--- config.mk ---
export PLATFORM = sky130hd
export DESIGN_NAME = pipe_stage_reg
export DESIGN_NICKNAME = d
export VERILOG_FILES = /design/src/rtl/pipe_stage_reg.sv
export SDC_FILE = /design/constraint.sdc
export NUM_CORES = 1
export LEC_CHECK = 0
export ABC_AREA = 1
export BUFFER_PORTS_ARGS = -buffer_cell sky130_fd_sc_hd__buf_2
export CAP_MARGIN = 30
export CORE_ASPECT_RATIO = 1.4
export CORE_MARGIN = 8
export CORE_UTILIZATION = 30
export CTS_CLUSTER_SIZE = 30
export DETAILED_ROUTE_END_ITERATION = 16
export HOLD_SLACK_MARGIN = 0.02
export PLACE_DENSITY = 0.56
export SKIP_CTS_REPAIR_TIMING = 1
export SYNTH_ARGS = -nofsm -noshare
export SYNTH_HDL_FRONTEND = slang
export SYNTH_SLANG_ARGS = --single-unit
--- constraint.sdc ---
create_clock -name clk_i -period 3 [get_ports clk_i]
set_clock_uncertainty 0.2 [all_clocks]
set_input_delay 0.45 -clock clk_i [delete_from_list [all_inputs] [get_ports clk_i]]
set_output_delay 0.45 -clock clk_i [all_outputs]
set_load 0.05 [all_outputs]
--- src/rtl/pipe_stage_reg.sv ---
// pipe_stage_reg
//   Parametrised pipeline stage register carrying a control bundle and a data
//   bundle between two adjacent pipeline stages. The stage has a valid/ready
//   handshake, flush with bubble insertion, synchronous active-low reset and a
//   saturating stall-cycle counter.
//
//   Optional feature macro: PIPE_SKID_EN
//     defined   : one-entry skid register; in_ready_o is a pure register output
//     undefined : in_ready_o = !out_valid_o || out_ready_i (combinational)
//
// Ports
//   clk_i        clock, all state updates on posedge
//   rst_i        synchronous reset, active-low
//   flush_i      discard stage contents and insert a bubble
//   in_valid_i   upstream holds a valid instruction
//   in_ready_o   stage accepts input this cycle
//   in_ctrl_i    upstream control bundle   [CTRL_W]
//   in_data_i    upstream data bundle      [DATA_W]
//   out_valid_o  stage holds a valid instruction
//   out_ready_i  downstream consumes this cycle
//   out_ctrl_o   registered control bundle [CTRL_W], zero whenever invalid
//   out_data_o   registered data bundle    [DATA_W], not cleared on bubble
//   stall_cnt_o  saturating count of back-pressure cycles [CNT_W]
module pipe_stage_reg #(
   parameter int unsigned CTRL_W = 8,
   parameter int unsigned DATA_W = 128,
   parameter int unsigned CNT_W  = 16
) (
   input  logic              clk_i,
   input  logic              rst_i,
   input  logic              flush_i,
   input  logic              in_valid_i,
   output logic              in_ready_o,
   input  logic [CTRL_W-1:0] in_ctrl_i,
   input  logic [DATA_W-1:0] in_data_i,
   output logic              out_valid_o,
   input  logic              out_ready_i,
   output logic [CTRL_W-1:0] out_ctrl_o,
   output logic [DATA_W-1:0] out_data_o,
   output logic [CNT_W-1:0]  stall_cnt_o
);

   logic              valid;
   logic [CTRL_W-1:0] ctrl;
   logic [DATA_W-1:0] data;
   logic [CNT_W-1:0]  stall_cnt;
   logic              in_fire;
   logic              out_fire;
   logic              stall;

`ifdef PIPE_SKID_EN
   logic              skid_valid;
   logic [CTRL_W-1:0] skid_ctrl;
   logic [DATA_W-1:0] skid_data;

   assign in_ready_o = !skid_valid;
`else
   assign in_ready_o = !valid || out_ready_i;
`endif

   assign in_fire  = in_valid_i && in_ready_o;
   assign out_fire = valid && out_ready_i;
   assign stall    = valid && !out_ready_i && !flush_i;

   always_ff @(posedge clk_i) begin
      if (!rst_i) begin
         valid     <= 1'b0;
         ctrl      <= '0;
         data      <= '0;
         stall_cnt <= '0;
`ifdef PIPE_SKID_EN
         skid_valid <= 1'b0;
         skid_ctrl  <= '0;
         skid_data  <= '0;
`endif
      end else begin
         if (stall && (stall_cnt != '1))
            stall_cnt <= stall_cnt + 1'b1;

         if (flush_i) begin
            // Bubble: valid and ctrl cleared together, data left as is.
            valid <= 1'b0;
            ctrl  <= '0;
`ifdef PIPE_SKID_EN
            skid_valid <= 1'b0;
            skid_ctrl  <= '0;
`endif
         end
`ifdef PIPE_SKID_EN
         // A full skid implies a full main entry; refill main from skid as it drains.
         else if (skid_valid) begin
            if (out_ready_i) begin
               valid      <= 1'b1;
               ctrl       <= skid_ctrl;
               data       <= skid_data;
               skid_valid <= 1'b0;
               skid_ctrl  <= '0;
            end
         end else if (in_fire) begin
            if (!valid || out_ready_i) begin
               valid <= 1'b1;
               ctrl  <= in_ctrl_i;
               data  <= in_data_i;
            end else begin
               skid_valid <= 1'b1;
               skid_ctrl  <= in_ctrl_i;
               skid_data  <= in_data_i;
            end
         end else if (out_fire) begin
            valid <= 1'b0;
            ctrl  <= '0;
         end
`else
         else if (in_fire) begin
            valid <= 1'b1;
            ctrl  <= in_ctrl_i;
            data  <= in_data_i;
         end else if (out_fire) begin
            valid <= 1'b0;
            ctrl  <= '0;
         end
`endif
      end
   end

   assign out_valid_o = valid;
   assign out_ctrl_o  = ctrl;
   assign out_data_o  = data;
   assign stall_cnt_o = stall_cnt;

endmodule

==> results.rst <==
.. list-table::
   :header-rows: 1

   * - Metric
     - Value
   * - Run status
     - completed
   * - Power per unit of standard cell area
     - 653 mW/mm^2
   * - Via count normalized by instance count
     - 4.37
   * - Highest clock frequency the design can meet
     - 472 MHz
   * - Routed WL per cell
     - 14.6 um
   * - Share of synthesized flip-flops with an asynchronous set or reset
     - 0%
   * - Worst max-slew margin expressed relative to the limit
     - 62.9%
   * - Number of enable flip-flop cells after synthesis
     - 0
   * - Syn Nets
     - 892
   * - Yosys top cell area share
     - 52.7%
   * - Initial antenna violation count
     - 3
   * - # fillers
     - 2032
   * - Routed vias
     - 5624
   * - Cell area after technology mapping
     - 0.00581 sq mm
   * - Clock input transition at the sequential cells of the worst setup and hold paths
     - 0.07 ns
   * - Critical Setup Path Class
     - reg2out
   * - Via count of the first global-routing pass
     - 5426
   * - Portion of the clock cycle consumed by the worst path in the final layout
     - 70.6%
   * - Routability cong.
     - 0.814
   * - Number of library cell types mapped by synthesis
     - 21
   * - RR Endpoint
     - out_data_o[79]
   * - Total number of clock tree sinks
     - 153
   * - Synth Instances
     - 750
   * - Worst reg2reg path startpoint
     - out_valid_o
   * - Critical path arrival
     - 1.47 ns
   * - Worst-case vdd ir drop
     - 406 uV
   * - Count of endpoints failing hold in the final timing report
     - 0
   * - Setup violators final
     - 0
   * - Cells traversed along the worst timing path
     - nand2_1 -> buf_2
   * - PortBufs
     - 294
   * - Placed wire-length estimate
     - 14.2 mm
   * - Remaining design rule violation count
     - 0
   * - Shortest period the worst path allows
     - 2.12 ns
   * - Average size of a mapped cell
     - 7.74 sq um
   * - Setup ws final
     - 0.882 ns
   * - Worst Tran Pin Value
     - 0.556 ns
   * - Total wire length
     - 18.7 mm
   * - Clock network latency to the later pin of the worst-skew pair
     - 0.41 ns
   * - Synth area leaders
     - dfxtp_1, a21oi_1, inv_1
   * - Critical-path top delay cell
     - dfxtp_1
   * - Total iterations of the first detailed-routing run
     - 4
   * - Core Rows
     - 60
   * - CP Buf/Inv Count
     - 1
   * - I/O pin count
     - 295
   * - Fraction of met1 tracks used by global routing
     - 15.6%
   * - Internal power
     - 3.62 mW
   * - Area Growth Syn to Fin
     - 38.4%
   * - Share of layout cells above drive strength 1
     - 33.3%
   * - Master cell of the clock root buffer
     - clkbuf_16
   * - RSZ-0062 raised after global routing
     - no
   * - Die Ht
     - 181 um
   * - Path category of the worst min-delay check
     - in2reg
   * - Longest individual stage delay on the worst path
     - 0.35 ns
   * - Path depth of the worst reg2reg path
     - 5
   * - Share of the yosys chip area belonging to registers
     - 52.7%
   * - Remaining antenna violation count
     - 0
   * - Category of cells accounting for the largest share of critical-path delay
     - flip-flops
   * - Sequential share of power
     - 42.2%
   * - Max Buffers Root-to-Sink
     - 2
   * - Number of synthesized register bits
     - 153
   * - Endpoint of the worst setup timing path
     - in_ready_o
   * - Initial detailed-routing violation count
     - 317
   * - Sequential Area
     - 0.00306 sq mm
   * - Share of power burned in combinational logic
     - 17.6%
   * - Relative contribution of the clock network to total power
     - 40.3%
   * - Cts bufs inserted
     - 17
   * - Layer carrying the most global-route usage
     - met2
   * - Area taken by multi-input logic gates
     - 0.00201 sq mm
   * - Slack of the worst reg-to-reg path
     - 0.99 ns
   * - Post-placement worst setup slack
     - 0.820 ns
   * - Maximum fanout along the worst path
     - 12
   * - Synth Warn #
     - 0
   * - Die Area
     - 0.0241 sq mm
   * - Sum of negative setup slack
     - 0 ns
   * - Final core utilization
     - 42.0%
   * - Initial core utilization
     - 30.3%
   * - Worst setup path startpoint
     - out_valid_o
   * - Final net count
     - 1165
   * - Kind of start point of the critical path
     - flop
   * - Sw Pwr
     - 1.63 mW
   * - Global-route usage over all layers
     - 15.2%
   * - Worst EP required
     - 2.35 ns
   * - Number of gates on the worst path with buffers counted
     - 2
   * - Count of H-tree levels built during CTS
     - 4
   * - Pins over their slew limit
     - 0
   * - Remaining Overflow, GRT
     - 0
   * - Global routing usage on met2
     - 27.1%
   * - X dimension of the die
     - 134 um
   * - Cell taking the most area after synthesis
     - dfxtp_1
   * - Dominant synthesized flop cell
     - dfxtp_1
   * - TritonCTS clock tree
     - built
   * - Sort of element at the end of the critical path
     - output port
   * - Static leakage power
     - 3.74 nW
   * - Largest net degree at the start of global routing
     - 126
   * - Global-route wire length before repair
     - 29.2 mm
   * - Met3 track demand over resource
     - 5.55%
   * - Std-Cell Core Area
     - 0.0191 sq mm
   * - Switching part of the total power
     - 31.0%
   * - MaxCap Viol Count
     - 0
routing by layer:
layer	vias to the layer above	wire length [um]
met3	30	1280
met5	-	13
met2	168	9790
met4	2	478
li1	2961	-
met1	2463	7160
metrics by stage:
step | cell area (sq um) | hold WS, ns | power, mW | instances
after detailed placement | 7460 | 0.231 | 3.19 | 1252
after floorplan | 5810 | 0.418 | 2.91 | 750
after global routing | 8040 | 0.0842 | 5.49 | 1286
final | 8040 | 0.0943 | 5.25 | 1286
after CTS | 8030 | 0.0707 | 5.34 | 1284
after global placement | 7460 | 0.227 | 3.18 | 1252
cell usage after synthesis, types with 2 or more instances:
master and instances:
dfxtp_1 153, a21oi_1 146, inv_1 140, o21ai_0 105
nand2_1 43, nor2_1 41, nand3_1 30, o21ai_1 25
buf_2 22, clkbuf_1 21, nand2_2 6, buf_4 3
nand4_1 3, nor2_2 3, nand3_2 2, nor2_4 2
cell families (layout without fill, tap and decap cells):
kind of cell | after synthesis | in the layout | synth area share (%)
flip-flops | 153 | 153 | 52.7
adder cells (fa/ha/maj) | 1 | 1 | 0.215
AND/OR/NAND/NOR | 132 | 132 | 10.3
AO/OA/AOI/OAI | 276 | 276 | 23.8
other | 0 | 2 | 0
buffers and inverters | 187 | 473 | 12.8
XOR/XNOR | 1 | 1 | 0.151
worst register-to-register path, stage by stage, from the launching register on:
cell and delay [ns]:
dfxtp_1 0.41, nand2_1 0.31, nand3_4 0.26, buf_12 0.35
o21ai_0 0.26, a21oi_1 0.16
power by group through the flow:
| stage | logic (mW) | clock network (mW) | registers (mW) |
|---|---|---|---|
| after global placement | 0.928 | 0 | 2.26 |
| after CTS | 0.935 | 2.19 | 2.21 |
| after global routing | 0.994 | 2.26 | 2.23 |
| final | 0.922 | 2.11 | 2.21 |
| after detailed placement | 0.934 | 0 | 2.26 |
| after floorplan | 0.224 | 0 | 2.69 |
area by class of cell:
cell class,instances,share of cell area (%)
Antenna cell,2,0.0623
Clock buffer,19,5.39
Clock inverter,13,1.76
Inverter,141,6.59
Multi-Input combinational cell,410,25.0
Sequential cell,153,38.1
Tap cell,248,3.86
Timing Repair Buffer,300,19.2
how the worst min path moves through the flow:
stage | endpoint | start | depth (start not counted) | slack (ns)
finish | out_data_o[0] | in_data_i[0] | 3 | 0.09
global route | out_data_o[22] | in_data_i[22] | 3 | 0.08
CTS | out_data_o[0] | in_data_i[0] | 3 | 0.07
detailed placement | out_data_o[9] | out_data_o[9] | 2 | 0.23
global placement | out_data_o[39] | out_data_o[39] | 2 | 0.23
floorplan | out_ctrl_o[0] | in_ctrl_i[0] | 2 | 0.42
registers in the layout, indices dropped and copies added, names as in the netlist:
name,flops
out_valid_o,1
out_data_o,128
out_ctrl_o,8
stall_cnt_o,16
cells in the final DEF (no fill, tap or decap):
cell type | netlist | final
clkbuf_1 | 21 | 2
buf_12 | 0 | 2
o21ai_0 | 105 | 105
dfxtp_1 | 153 | 153
nand3_1 | 30 | 30
nand3_4 | 0 | 1
nor2_4 | 2 | 2
clkbuf_16 | 0 | 17
inv_1 | 140 | 140
a21oi_1 | 146 | 146
o21ai_1 | 25 | 25
nor2_2 | 3 | 3
inv_6 | 0 | 5
diode_2 | 0 | 2
bufinv_16 | 0 | 2
inv_2 | 1 | 1
nor2_1 | 41 | 41
nand2_2 | 6 | 6
buf_2 | 22 | 293
nand4_2 | 1 | 1
clkinv_2 | 0 | 3
clkinvlp_4 | 0 | 3
nand2_1 | 43 | 43
xnor2_1 | 1 | 1
nand3_2 | 2 | 1
ha_1 | 1 | 1
nor3_1 | 1 | 1
buf_4 | 3 | 5
nand4_1 | 3 | 3
No activity file was read; power rests on OpenSTA's default activity.
